### src/rtl/multi_cycle_sequencer_pkg.sv
// Shared encodings for the multi-cycle MIPS phase sequencer:
// phase states, opcode/func constants and the instruction-class decode.
package multi_cycle_sequencer_pkg;

    localparam int unsigned STATE_W = 4;
    localparam int unsigned OP_W    = 6;

    typedef enum logic [STATE_W-1:0] {
        S_IF     = 4'b0000,
        S_ID     = 4'b0001,
        S_EXE_LS = 4'b0010,
        S_MEM    = 4'b0011,
        S_WB_LD  = 4'b0100,
        S_EXE_BR = 4'b0101,
        S_EXE_AL = 4'b0110,
        S_WB_AL  = 4'b0111,
        S_HALT   = 4'b1000
    } state_t;

    typedef enum logic [2:0] {
        C_ALU,
        C_JUMP,
        C_BRANCH,
        C_LOAD,
        C_STORE,
        C_HALT
    } iclass_t;

    localparam logic [OP_W-1:0] OP_RTYPE = 6'b000000;
    localparam logic [OP_W-1:0] OP_J     = 6'b000010;
    localparam logic [OP_W-1:0] OP_JAL   = 6'b000011;
    localparam logic [OP_W-1:0] OP_BEQ   = 6'b000100;
    localparam logic [OP_W-1:0] OP_BNE   = 6'b000101;
    localparam logic [OP_W-1:0] OP_BLTZ  = 6'b000110;
    localparam logic [OP_W-1:0] OP_LW    = 6'b100011;
    localparam logic [OP_W-1:0] OP_SW    = 6'b101011;
    localparam logic [OP_W-1:0] OP_HALT  = 6'b111111;
    localparam logic [OP_W-1:0] FUNC_JR  = 6'b001000;

    // Unknown opcodes fall into the ALU class.
    function automatic iclass_t classify(input logic [OP_W-1:0] op,
                                         input logic [OP_W-1:0] func);
        iclass_t c;
        c = C_ALU;
        case (op)
            OP_J, OP_JAL:             c = C_JUMP;
            OP_RTYPE:                 c = (func == FUNC_JR) ? C_JUMP : C_ALU;
            OP_BEQ, OP_BNE, OP_BLTZ:  c = C_BRANCH;
            OP_LW:                    c = C_LOAD;
            OP_SW:                    c = C_STORE;
            OP_HALT:                  c = C_HALT;
            default:                  c = C_ALU;
        endcase
        return c;
    endfunction

endpackage

### src/rtl/multi_cycle_sequencer_perf_counter.sv
// Free-running event counter with synchronous active-low clear; wraps silently.
module perf_counter #(
    parameter int unsigned CNT_W = 32
) (
    input  logic             clk,
    input  logic             clear_n,
    input  logic             en,
    output logic [CNT_W-1:0] count
);

    always_ff @(posedge clk) begin
        if (!clear_n) begin
            count <= '0;
        end else if (en) begin
            count <= count + CNT_W'(1);
        end
    end

endmodule

### src/rtl/multi_cycle_sequencer.sv
// Phase controller for the multi-cycle MIPS CPU: steps IF/ID/EXE/MEM/WB and
// gates the decoder's level enables down to single-cycle strobes.
module multi_cycle_sequencer
    import multi_cycle_sequencer_pkg::*;
#(
    parameter int unsigned CNT_W = 32
) (
    input  logic             CLK,
    input  logic             Reset,
    input  logic [5:0]       op,
    input  logic [5:0]       func,
    input  logic             PCWrite_C,
    input  logic             RegWrite_C,
    input  logic             MemWrite_C,
    input  logic             MemRead_C,
    output logic             PCWrite,
    output logic             IRWrite,
    output logic             RegWrite,
    output logic             MemWrite,
    output logic             MemRead,
    output logic [3:0]       state,
    output logic             halted,
    output logic [CNT_W-1:0] cycle_count,
    output logic [CNT_W-1:0] instr_count
);

    state_t  cur;
    state_t  nxt;
    iclass_t cls;
    logic    retire;
    logic    reg_slot;
    logic    mem_slot;

    always_ff @(posedge CLK) begin
        if (!Reset) begin
            cur <= S_IF;
        end else begin
            cur <= nxt;
        end
    end

    // Next phase plus the phases in which each strobe may fire.
    always_comb begin
        nxt      = cur;
        retire   = 1'b0;
        reg_slot = 1'b0;
        mem_slot = 1'b0;
        cls      = classify(op, func);
        case (cur)
            S_IF: nxt = S_ID;
            S_ID: begin
                case (cls)
                    C_JUMP: begin
                        nxt      = S_IF;
                        retire   = 1'b1;
                        reg_slot = (op == OP_JAL);
                    end
                    C_HALT:          nxt = S_HALT;
                    C_BRANCH:        nxt = S_EXE_BR;
                    C_LOAD, C_STORE: nxt = S_EXE_LS;
                    default:         nxt = S_EXE_AL;
                endcase
            end
            S_EXE_AL: nxt = S_WB_AL;
            S_WB_AL: begin
                nxt      = S_IF;
                retire   = 1'b1;
                reg_slot = 1'b1;
            end
            S_EXE_BR: begin
                nxt    = S_IF;
                retire = 1'b1;
            end
            S_EXE_LS: nxt = S_MEM;
            S_MEM: begin
                mem_slot = 1'b1;
                if (op == OP_LW) begin
                    nxt = S_WB_LD;
                end else begin
                    nxt    = S_IF;
                    retire = 1'b1;
                end
            end
            S_WB_LD: begin
                nxt      = S_IF;
                retire   = 1'b1;
                reg_slot = 1'b1;
            end
            S_HALT:  nxt = S_HALT;
            default: nxt = S_IF;
        endcase
    end

    // A low Reset kills every strobe so an abandoned instruction writes nothing.
    assign IRWrite  = Reset && (cur == S_IF);
    assign PCWrite  = Reset && PCWrite_C  && retire;
    assign RegWrite = Reset && RegWrite_C && reg_slot;
    assign MemRead  = Reset && MemRead_C  && mem_slot;
    assign MemWrite = Reset && MemWrite_C && mem_slot;
    assign halted   = (cur == S_HALT);
    assign state    = cur;

    perf_counter #(.CNT_W(CNT_W)) u_cycle_cnt (
        .clk     (CLK),
        .clear_n (Reset),
        .en      (cur != S_HALT),
        .count   (cycle_count)
    );

    perf_counter #(.CNT_W(CNT_W)) u_instr_cnt (
        .clk     (CLK),
        .clear_n (Reset),
        .en      (PCWrite),
        .count   (instr_count)
    );

endmodule

### config.mk
export PLATFORM = sky130hd
export DESIGN_NAME = multi_cycle_sequencer
export DESIGN_NICKNAME = d
export VERILOG_FILES = /design/src/rtl/multi_cycle_sequencer_pkg.sv /design/src/rtl/multi_cycle_sequencer_perf_counter.sv /design/src/rtl/multi_cycle_sequencer.sv
export SDC_FILE = /design/constraint.sdc
export NUM_CORES = 1
export LEC_CHECK = 0
export ABC_AREA = 1
export CAP_MARGIN = 0
export CORE_UTILIZATION = 50
export DETAILED_ROUTE_END_ITERATION = 8
export GPL_ROUTABILITY_DRIVEN = 0
export HOLD_SLACK_MARGIN = 0.05
export PLACE_DENSITY = 0.77
export SLEW_MARGIN = 20
export SYNTH_ARGS = -nofsm -noshare
export SYNTH_HDL_FRONTEND = slang
export SYNTH_HIERARCHICAL = 1
export SYNTH_SLANG_ARGS = --single-unit
### constraint.sdc
create_clock -name CLK -period 5.05 [get_ports CLK]
set_input_delay 1.01 -clock CLK [delete_from_list [all_inputs] [get_ports CLK]]
set_output_delay 1.01 -clock CLK [all_outputs]
set_load 0.05 [all_outputs]
==> results of run 1 <==
[per-stage QoR]
step | instances | area (µm²) | setup WS (ns)
floorplan | 594 | 3902 | 1.687
global placement | 780 | 4922 | 1.300
detailed placement | 780 | 4922 | 1.245
CTS | 794 | 5079 | 1.244
global route | 794 | 5079 | 1.169
finish | 794 | 5079 | 1.255
[flip-flops by register name, summed over array words and instances, names as in the netlist]
signal / cells
u_cycle_cnt/count: 32
u_instr_cnt/count: 32
state: 4
[worst reg2reg max path, stage by stage (launching register included)]
cell     delay, ns
dfxtp_1       0.34
nor2_2        0.17
inv_2         0.07
nor2_2        0.17
nand2_1       0.08
a21oi_1       0.14
buf_4         0.20
nand2_2       0.10
nor2_4        0.14
nand3_4       0.14
nor2_1        0.24
nand3_1       0.10
nand2_1       0.07
nor2_1        0.04
[layout make-up]
type,count,area share
Timing Repair Buffer,93,0.1838
Tap cell,99,0.02439
Inverter,74,0.05568
Clock inverter,3,0.002956
Clock buffer,11,0.02784
Multi-Input combinational cell,446,0.4373
Sequential cell,68,0.2680
[worst paths after layout]
path | from | endpoint | slack [ns] | cells past startpoint
setup / recovery | op[1] | RegWrite | 1.25 | 6
setup reg to reg | state[3]$_SDFF_PN0_ | u_instr_cnt/count[24]$_SDFFE_PN0P_ | 2.95 | 13
hold reg to reg | u_cycle_cnt/count[5]$_SDFFE_PN0P_ | u_cycle_cnt/count[5]$_SDFFE_PN0P_ | 0.52 | 1
hold / removal | u_cycle_cnt/count[5]$_SDFFE_PN0P_ | u_cycle_cnt/count[5]$_SDFFE_PN0P_ | 0.52 | 1
[synthesized netlist by cell type, drive strengths merged]
master / count
and3: 2
a32oi: 1
o21ai: 16
ha: 2
nand3: 53
nor3: 6
nand4: 16
clkinv: 2
xnor2: 6
a31o: 2
nor2: 145
inv: 72
dfxtp: 68
o21a: 4
nand2: 146
a21oi: 47
buf: 6
[power groups by stage]
stage                     Clock [µW]  Combinational (µW)  Sequential (µW)
after floorplan                    0                76.2              601
after global placement             0                 163              570
after detailed placement           0                 166              571
after global routing             410                 179              560
after CTS                        387                 166              558
final                            377                 166              559
[metal layers]
layer	global-route usage	vias up
met4	0.08737	0
met2	0.4179	122
li1	-	2098
met1	0.2984	1833
met3	0.03620	9
met5	0	-
[cell usage in the layout (no fill, tap or decap), drive strengths merged, types with 4 or more instances in the layout]
master / n
buf: 4
nand2: 146
nor2: 145
a21oi: 47
clkinv: 5
nor3: 6
clkdlybuf4s50: 89
xnor2: 6
nand4: 16
o21ai: 16
o21a: 4
clkbuf: 11
inv: 72
nand3: 53
dfxtp: 68
[cell families after synthesis]
| family | after synthesis | synth area share |
|---|---|---|
| flip-flops | 68 | 0.3488 |
| adder cells (fa/ha/maj) | 2 | 0.006411 |
| AO/OA/AOI/OAI | 70 | 0.09618 |
| buffers and inverters | 80 | 0.08208 |
| XOR/XNOR | 6 | 0.01347 |
| AND/OR/NAND/NOR | 368 | 0.4530 |
==> metrics.md, run 1 <==
| Metric | Value |
|---|---|
| DR iter-0 viols | 226 |
| Post-cts gate resize count | 0 |
| Cell Pwr Density | ~220 mW/mm² |
| Worst Hold Class | flip-flop to flip-flop |
| Slowest CP cell | clkdlybuf4s50_1 |
| Later-pin clock latency in the skew report | 0.34 ns |
| Final core occ | 0.6855 |
| Power Internal | 788.0 µW |
| First-pass GRT wire length | 16.30 mm |
| Pleak | 0.001991 µW |
| Via count | 4062 |
| VDD IR max | 0.1260 mV |
| Switch share | 0.2849 |
| Worst path required time | 4.04 ns |
| Largest net degree at the start of global routing | 51 |
| Pre-Repair DR Iteration Count | 5 |
| Vias per inst | 5.116 |
| Clock period minus worst slack | about 3.8 ns |
| Most frequent cell on the critical path | clkdlybuf4s50_1 |
| Post-synthesis register bit count | just under 70 |
| Max incr delay on CP | 0.80 ns |
| Clk sink count | between 60 and 70 |
| Clock slew at reported path FFs | 0.07 ns |
| Synth Cell Area | 0.003902 mm² |
| Layout cells sized above 1 | 0.1223 |
| Net Count, Synth | 614 |
| Yosys top cell area share | 0.3488 |
| Max Clk Rate | 0.2635 GHz |
| Tightest Pin Transition | 0.5163 ns |
| Yosys top cell by area | dfxtp_1 |
| Top area cells in the synthesized netlist | dfxtp_1, nand2_1, nor2_1 |
| Cells after synthesis | between 500 and 600 |
| CP Buf/Inv Count | 2 |
| GR Overflow Total | 0 |
| Area grow syn2layout | 30.14% |
| Sequential area share after synthesis | 0.3488 |
| Die ar. | 0.008162 mm² |
| Hold WS | 0.5165 ns |
| Routed wire length | 9.595 mm |
| CP Launch Type | primary input |
| Slew headroom | 0.6547 |
| FP Rows | 31 |
| Metal-1 WL | approximately 4.3 mm |
| Fill cell count | 650 |
| Unrepaired setup endpoints after global routing | no |
| Clock group share of total power | 0.342 |
| Kind of critical path | primary input to output port |
| Yosys warns | 6 |
| Critical Path Sink Type | output port |
| Die Ht | roughly 90 µm |
| Boundary pin count | 92 |
| CTS root buf | clkbuf_8 |
| Diodes inserted | 0 |
| Syn_area_per_cell | roughly 6.6 µm² |
| Max_cap viols | 0 |
| I/O Buffers | between 90 and 100 |
| Final net count | 712 |
| GRT Overall Usage | 0.2398 |
| Antenna violations before repair | 0 |
| Switching power | 313.9 µW |
| Routed length per instance | 12.08 µm |
| Endpoints failing setup | 0 |
| Crit path arrival time | 2.79 ns |
| HPWL Detailed | about 7.2 mm |
| Core area | 0.007408 mm² |
| Slew Limit Fails | 0 |
| CTS H-tree lvls | 3 |
| Status | finished clean |
| Starting Density | 0.5268 |
| Final period utilization | 0.7515 |
| Endpoints failing hold | 0 |
| CP delay by family, top | buffers and inverters |
| Wire length on met2 | 4.693 mm |
| Clock Skews | 0.01226 ns |
| Yosys cell types | 29 |
| Crit-path cells | clkdlybuf4s50_1 > nand2_2 > nor3_2 > a32oi_1 > nor2_1 > clkdlybuf4s50_1 |
| Drc violations | 0 |
| Number of CTS-inserted buffers | 9 |
| Area of the multi-input gates | 0.002221 mm² |
| Sequential share of power | 0.507 |
| Cts hold-fix bufs | 0 |
| FF+latch area | around 0.0014 mm² |
| Highest routed metal layer | met4 |
| Clock Path Buffers | 2 |
| Die Wd | roughly 90 µm |
| Setup repair bufs after CTS | 0 |
| Final ANT Viol Nets | 0 |
| Comb power frac | 0.151 |
| Number of global-route vias before repair | 3659 |
| Met3 routed WL | 456 µm |
| Setup Total Neg Slack | 0 ns |
| Total power | 1102 µW |
| Crit path max fanout | 3 |
| TritonCTS clock tree | done |
(Power assumes the default switching activity.)
==> inputs of run 2 (changes only) <==
--- a/config.mk
+++ b/config.mk
@@ -7,11 +7,11 @@
 export LEC_CHECK = 0
 export ABC_AREA = 1
 export CAP_MARGIN = 0
-export CORE_UTILIZATION = 50
+export CORE_UTILIZATION = 45
 export DETAILED_ROUTE_END_ITERATION = 8
 export GPL_ROUTABILITY_DRIVEN = 0
 export HOLD_SLACK_MARGIN = 0.05
-export PLACE_DENSITY = 0.77
+export PLACE_DENSITY = 0.73
 export SLEW_MARGIN = 20
 export SYNTH_ARGS = -nofsm -noshare
 export SYNTH_HDL_FRONTEND = slang
==> constraint.sdc (replaced) <==
create_clock -name CLK -period 3.25 [get_ports CLK]
set_input_delay 0.65 -clock CLK [delete_from_list [all_inputs] [get_ports CLK]]
set_output_delay 0.65 -clock CLK [all_outputs]
set_load 0.05 [all_outputs]
==> run 2 against run 1 <==
Effect of this change: via count decreased by 0.20%; sequential share of layout area decreased by 0.25 points; clock power increased by 77%; clock skew decreased by 0.0043 ns; hold slack got worse by 0.0010 ns; cell count increased by 1.1%; critical endpoint is now PCWrite.
==> metrics.md, run 2 (synthesis results as in run 1) <==
| Metric | Value |
|---|---|
| Status | finished clean |
| Die ar. | 0.009049 mm² (+11%) |
| CTS root buf | clkbuf_8 |
| Pleak | 0.002013 µW (+1.1%) |
| Most common cell after layout, fill and taps aside | nand2_1 |
| Worst Hold Class | flip-flop to flip-flop |
| Unrepaired setup endpoints after global routing | no |
| Number of CTS-inserted buffers | 9 (unchanged) |
| Endpoints failing setup | 0 (unchanged) |
| Met1 GRT Util | 0.3053 (+0.006887) |
| Routed wire length | 9.826 mm (+2.4%) |
| Core area | 0.008299 mm² (+12%) |
| Worst path required time | 2.60 ns (-1.44 ns) |
| Final core occ | 0.6177 (-0.06786) |
| Area grow syn2layout | 31.36% |
| Critical Path Sink Type | output port |
| Max Clk Rate | 0.3592 GHz |
| Slew Limit Fails | 0 (unchanged) |
| Die Wd | 95.13 µm (+5.3%) |
| Post-cts gate resize count | 0 (unchanged) |
| Fill cell count | 800 (+23%) |
| CTS H-tree lvls | 3 (unchanged) |
| Largest net degree at the start of global routing | 23 (-55%) |
| Clock period minus worst slack | 2.784 ns |
| I/O Buffers | 91 (unchanged) |
| DR iter-0 viols | 205 (-9.3%) |
| Cell Pwr Density | 351.4 mW/mm² (+62%) |
| GRT Overall Usage | 0.2293 (-0.01053) |
| Clock Skews | 0.008007 ns (-0.004256 ns) |
| Clock slew at reported path FFs | 0.07 ns (about the same) |
| Cts hold-fix bufs | 0 (unchanged) |
| Final net count | 713 (+0.14%) |
| Drc violations | 0 (unchanged) |
| TritonCTS clock tree | done |
| Setup Total Neg Slack | 0 ns (unchanged) |
| Commonest cells after routing, fill and taps aside | nand2_1, nor2_1, clkdlybuf4s50_1, dfxtp_1, inv_1 |
| Number of global-route vias before repair | 3596 (-1.7%) |
| Die Ht | 95.13 µm (+5.3%) |
| Clk sink count | 68 (unchanged) |
| Vias per inst | 5.049 (-1.3%) |
| GR Overflow Total | 0 (unchanged) |
| Starting Density | 0.4702 (-0.05654) |
| VDD IR max | 0.1870 mV (+48%) |
| HPWL Detailed | 7.269 mm (+1.3%) |
| Grt met2 use | 0.3720 (-0.04592) |
| Crit path max fanout | 9 (+6) |
| Antenna violations before repair | 0 (unchanged) |
| Via count | 4054 (-0.20%) |
| CP Launch Type | primary input |
| Tightest Pin Transition | 0.5135 ns (-0.002827 ns) |
| Diodes inserted | 0 (unchanged) |
| Later-pin clock latency in the skew report | 0.34 ns (about the same) |
| Crit path arrival time | 2.13 ns (-0.66 ns) |
| Clock Path Buffers | 2 (unchanged) |
| GRT met3 Usage | 0.03668 (+0.0004873) |
| Final period utilization | 0.8566 |
| Fin area | 0.005126 mm² (+0.94%) |
| Max_cap viols | 0 (unchanged) |
| Layout cells sized above 1 | 0.1318 (+0.009503) |
| Slew headroom | 0.6566 (+0.001890) |
| Final ANT Viol Nets | 0 (unchanged) |
| FP Rows | 33 (+6.5%) |
| First-pass GRT wire length | 16.44 mm (+0.89%) |
| Setup repair bufs after CTS | 0 (unchanged) |
| Routed length per instance | 12.24 µm (+1.3%) |
| Endpoints failing hold | 0 (unchanged) |
| Pre-Repair DR Iteration Count | 5 (unchanged) |
| GRT Max-Usage Layer | met2 |
| Boundary pin count | 92 (unchanged) |
| Hold WS | 0.5155 ns (-0.001019 ns) |
| Kind of critical path | primary input to output port |
| Placed cell area | 0.004937 mm² (+0.31%) |
==> run 2: cell count changes in the layout (fill, tap and decap cells not counted) <==
cell and delta:
clkinv_2 -2, buf_4 +3, clkdlybuf4s50_1 -4, buf_12 +1, clkbuf_8 +2, clkinvlp_4 +2
buf_2 +1
==> run 2: critical path, stage by stage <==
cell and delay [ns]:
clkdlybuf4s50_1 0.48, nor2_2 0.20, nand3_1 0.12, o21ai_1 0.14
nand2_1 0.06, a21oi_1 0.14, buf_4 0.20, buf_12 0.15
==> run 2: path summary, 6_finish.rpt <==
path / startpoint / slack (ns) / cells after the start / end
setup reg to reg: state[3]$_SDFF_PN0_ / 1.18 / 13 / u_instr_cnt/count[28]$_SDFFE_PN0P_
hold reg to reg: u_cycle_cnt/count[6]$_SDFFE_PN0P_ / 0.52 / 2 / u_cycle_cnt/count[6]$_SDFFE_PN0P_
setup / recovery: op[5] / 0.47 / 8 / PCWrite
hold / removal: u_cycle_cnt/count[6]$_SDFFE_PN0P_ / 0.52 / 2 / u_cycle_cnt/count[6]$_SDFFE_PN0P_
==> run 2: metal layers <==
layer,up-vias,routed length [µm],share of wire
met2,110,4541,0.46
met3,12,512,0.052
met5,-,0,0
li1,2091,-,-
met4,0,130,0.013
met1,1841,4641,0.47
==> run 2: area by class of cell <==
class,instances,area (µm²),share of cell area
clock buffer,13,168.9,0.03295
timing repair buffer,94,940.9,0.1835
sequential,68,1361,0.2656
tap,105,131.4,0.02563
clock inverter,3,20.02,0.003905
multi-input combinational,446,2221,0.4332
inverter,74,282.8,0.05516
==> run 2: metrics by stage <==
step                      power (µW)  instances  worst slack, ns
final                           1801        803           0.4660
after global routing            1874        803           0.3420
after floorplan                 1053        594           0.2120
after detailed placement        1154        787           0.3668
after CTS                       1815        803           0.4569
after global placement          1151        787           0.4628
==> run 2: power breakdown <==
part	switching [µW]	internal [µW]
combinational	169	98.7
sequential	19.4	848
clock	327	339
==> inputs of run 3 (changes only) <==
--- a/config.mk
+++ b/config.mk
@@ -7,11 +7,12 @@
 export LEC_CHECK = 0
 export ABC_AREA = 1
 export CAP_MARGIN = 0
-export CORE_UTILIZATION = 45
+export CORE_UTILIZATION = 47
+export CTS_BUF_LIST = sky130_fd_sc_hd__clkbuf_4
 export DETAILED_ROUTE_END_ITERATION = 8
 export GPL_ROUTABILITY_DRIVEN = 0
 export HOLD_SLACK_MARGIN = 0.05
-export PLACE_DENSITY = 0.73
+export PLACE_DENSITY = 0.76
 export SLEW_MARGIN = 20
 export SYNTH_ARGS = -nofsm -noshare
 export SYNTH_HDL_FRONTEND = slang
==> run 3 against run 2 <==
Effect of this change: cell count fell by 0.50%; largest power group unchanged; die area is 4.2% lower; sequential power barely moved; hold slack gained 0.0098 ns; routed wire length down 0.85%; critical path depth is the same; register-to-register slack worse by 0.07 ns; cell area is 1.3% lower; core utilization is 2.4 points higher.
==> metrics.md, run 3 (synthesis results as in run 1) <==
| Metric | Value |
|---|---|
| Crit path arrival time | 2.14 ns (about the same) |
| Number of global-route vias before repair | 3700 (+2.9%) |
| Vias per inst | 5.166 (+2.3%) |
| HPWL Detailed | 7.329 mm (+0.81%) |
| Endpoints failing hold | 0 (unchanged) |
| Sequential share of power | 0.514 (+0.033) |
| Clock group share of total power | 0.326 (-0.044) |
| Setup repair bufs after CTS | 0 (unchanged) |
| Status | finished clean |
| Pleak | 0.001993 µW (-0.99%) |
| Grt met2 use | 0.4032 (+0.03116) |
| Max incr delay on CP | 0.48 ns (about the same) |
| Clock slew at reported path FFs | 0.12 ns (+0.05 ns) |
| DR iter-0 viols | 169 (-18%) |
| Most common cell after layout, fill and taps aside | nand2_1 |
| Max Clk Rate | 0.3590 GHz (about the same) |
| VDD IR max | 0.1868 mV (-0.11%) |
| Placed Cells | 783 (-0.51%) |
| Crit path max fanout | 9 (unchanged) |
| Final period utilization | 0.8571 (about the same) |
| Die Ht | 93.12 µm (-2.1%) |
| Tightest Pin Transition | 0.5286 ns (+0.01509 ns) |
| Fin cells | 799 (-0.50%) |
| Cell Pwr Density | 333.2 mW/mm² (-5.2%) |
| Area grow syn2layout | 29.69% |
| Layout cells sized above 1 | 0.1320 (+0.0001891) |
| Worst Hold Class | flip-flop to flip-flop |
| FP Rows | 32 (-3.0%) |
| Die Wd | 93.12 µm (-2.1%) |
| Diodes inserted | 0 (unchanged) |
| Pre-Repair DR Iteration Count | 4 (-1) |
| TritonCTS clock tree | done |
| Boundary pin count | 92 (unchanged) |
| FF+latch area | 0.001361 mm² (unchanged) |
| Total power | 1687 µW (-6.4%) |
| Final core occ | 0.6417 (+0.02399) |
| GRT Max-Usage Layer | met2 |
| Clock Skews | 0.01837 ns (+0.01036 ns) |
| Cts hold-fix bufs | 0 (unchanged) |
| CTS H-tree lvls | 3 (unchanged) |
| Routed wire length | 9.742 mm (-0.85%) |
| Power Internal | 1195 µW (-7.0%) |
| Switching power | 491.4 µW (-4.7%) |
| CP Launch Type | primary input |
| Die ar. | 0.008671 mm² (-4.2%) |
| Critical Path Sink Type | output port |
| Slew headroom | 0.6465 (-0.01009) |
| Fill cell count | 755 (-5.6%) |
| First-pass GRT wire length | 16.29 mm (-0.92%) |
| Unrepaired setup endpoints after global routing | no |
| Slowest CP cell | clkdlybuf4s50_1 |
| Final ANT Viol Nets | 0 (unchanged) |
| Switch share | 0.2913 (+0.005039) |
| GRT Overall Usage | 0.2322 (+0.002898) |
| Max_cap viols | 0 (unchanged) |
| Comb power frac | 0.159 (+0.010) |
| Worst path required time | 2.60 ns (about the same) |
| R2R setup slack | 1.11 ns (-0.07 ns) |
| CTS root buf | clkbuf_4 |
| Area of the multi-input gates | 0.002221 mm² (unchanged) |
| Antenna violations before repair | 0 (unchanged) |
| Routed length per instance | 12.19 µm (-0.36%) |
| Post-cts gate resize count | 0 (unchanged) |
| Clock period minus worst slack | 2.786 ns (+0.001641 ns) |
| Met1 GRT Util | 0.2914 (-0.01393) |
| Placed cell area | 0.004926 mm² (-0.23%) |
| Fin area | 0.005061 mm² (-1.3%) |
| Starting Density | 0.4948 (+0.02454) |
| Setup Total Neg Slack | 0 ns (unchanged) |
| Slew Limit Fails | 0 (unchanged) |
| GR Overflow Total | 0 (unchanged) |
| I/O Buffers | 91 (unchanged) |
| Via count | 4128 (+1.8%) |
| Crit-path cells | clkdlybuf4s50_1 > nor2_2 > nand3_1 > o21ai_1 > nand2_1 > a21oi_1 > buf_4 > buf_12 |
| Number of CTS-inserted buffers | 9 (unchanged) |
| Clk sink count | 68 (unchanged) |
| Later-pin clock latency in the skew report | 0.39 ns (+0.05 ns) |
| Drc violations | 0 (unchanged) |
| Commonest cells after routing, fill and taps aside | nand2_1, nor2_1, clkdlybuf4s50_1, dfxtp_1, inv_1 |
| Kind of critical path | primary input to output port |
| Clock Path Buffers | 2 (unchanged) |
| Final net count | 712 (-0.14%) |
| Endpoints failing setup | 0 (unchanged) |
| Core area | 0.007888 mm² (-5.0%) |
| GRT met3 Usage | 0.03415 (-0.002536) |
| Largest net degree at the start of global routing | 39 (+70%) |
==> run 3: routing by layer <==
metal / routed length, µm / vias to the layer above / share of wire
li1: - / 2099 / -
met3: 462 / 18 / 0.047
met2: 4639 / 122 / 0.48
met5: 0 / - / 0
met4: 180 / 0 / 0.018
met1: 4461 / 1889 / 0.46
==> run 3: area by class of cell <==
type / instances / share of cell area
Multi-Input combinational cell: 446 / 0.4388
Sequential cell: 68 / 0.2690
Timing Repair Buffer: 93 / 0.1844
Inverter: 74 / 0.05587
Tap cell: 102 / 0.02522
Clock buffer: 11 / 0.01632
Clock inverter: 5 / 0.01038
==> run 3: worst max-delay path, delay by kind of cell <==
| family | cells | cell delay, ns |
|---|---|---|
| buf+inv | 3 | 0.83 |
| simple gates | 3 | 0.38 |
| compound gates | 2 | 0.28 |
==> run 3: power by group through the flow <==
stage	logic (µW)	registers [µW]	clock network, µW
2_1_floorplan	118	934	0
3_3_place_gp	263	886	0
3_5_place_dp	267	886	0
4_1_cts	268	868	566
5_1_grt	288	871	605
6_report	269	868	550
==> run 3: final timing paths <==
| path | end | start | cells past startpoint |
|---|---|---|---|
| max | PCWrite | op[5] | 8 |
| min | u_cycle_cnt/count[10]$_SDFFE_PN0P_ | u_cycle_cnt/count[10]$_SDFFE_PN0P_ | 1 |
| max reg2reg | u_instr_cnt/count[28]$_SDFFE_PN0P_ | state[3]$_SDFF_PN0_ | 13 |
| min reg2reg | u_cycle_cnt/count[10]$_SDFFE_PN0P_ | u_cycle_cnt/count[10]$_SDFFE_PN0P_ | 1 |
==> run 3: metrics by stage <==
stage / hold slack [ns] / setup WS [ns]
after global routing: 0.5437 / 0.3236
after global placement: 0.4831 / 0.4596
after floorplan: 0.7065 / 0.2120
final: 0.5253 / 0.4643
after CTS: 0.5228 / 0.4650
after detailed placement: 0.4924 / 0.3390
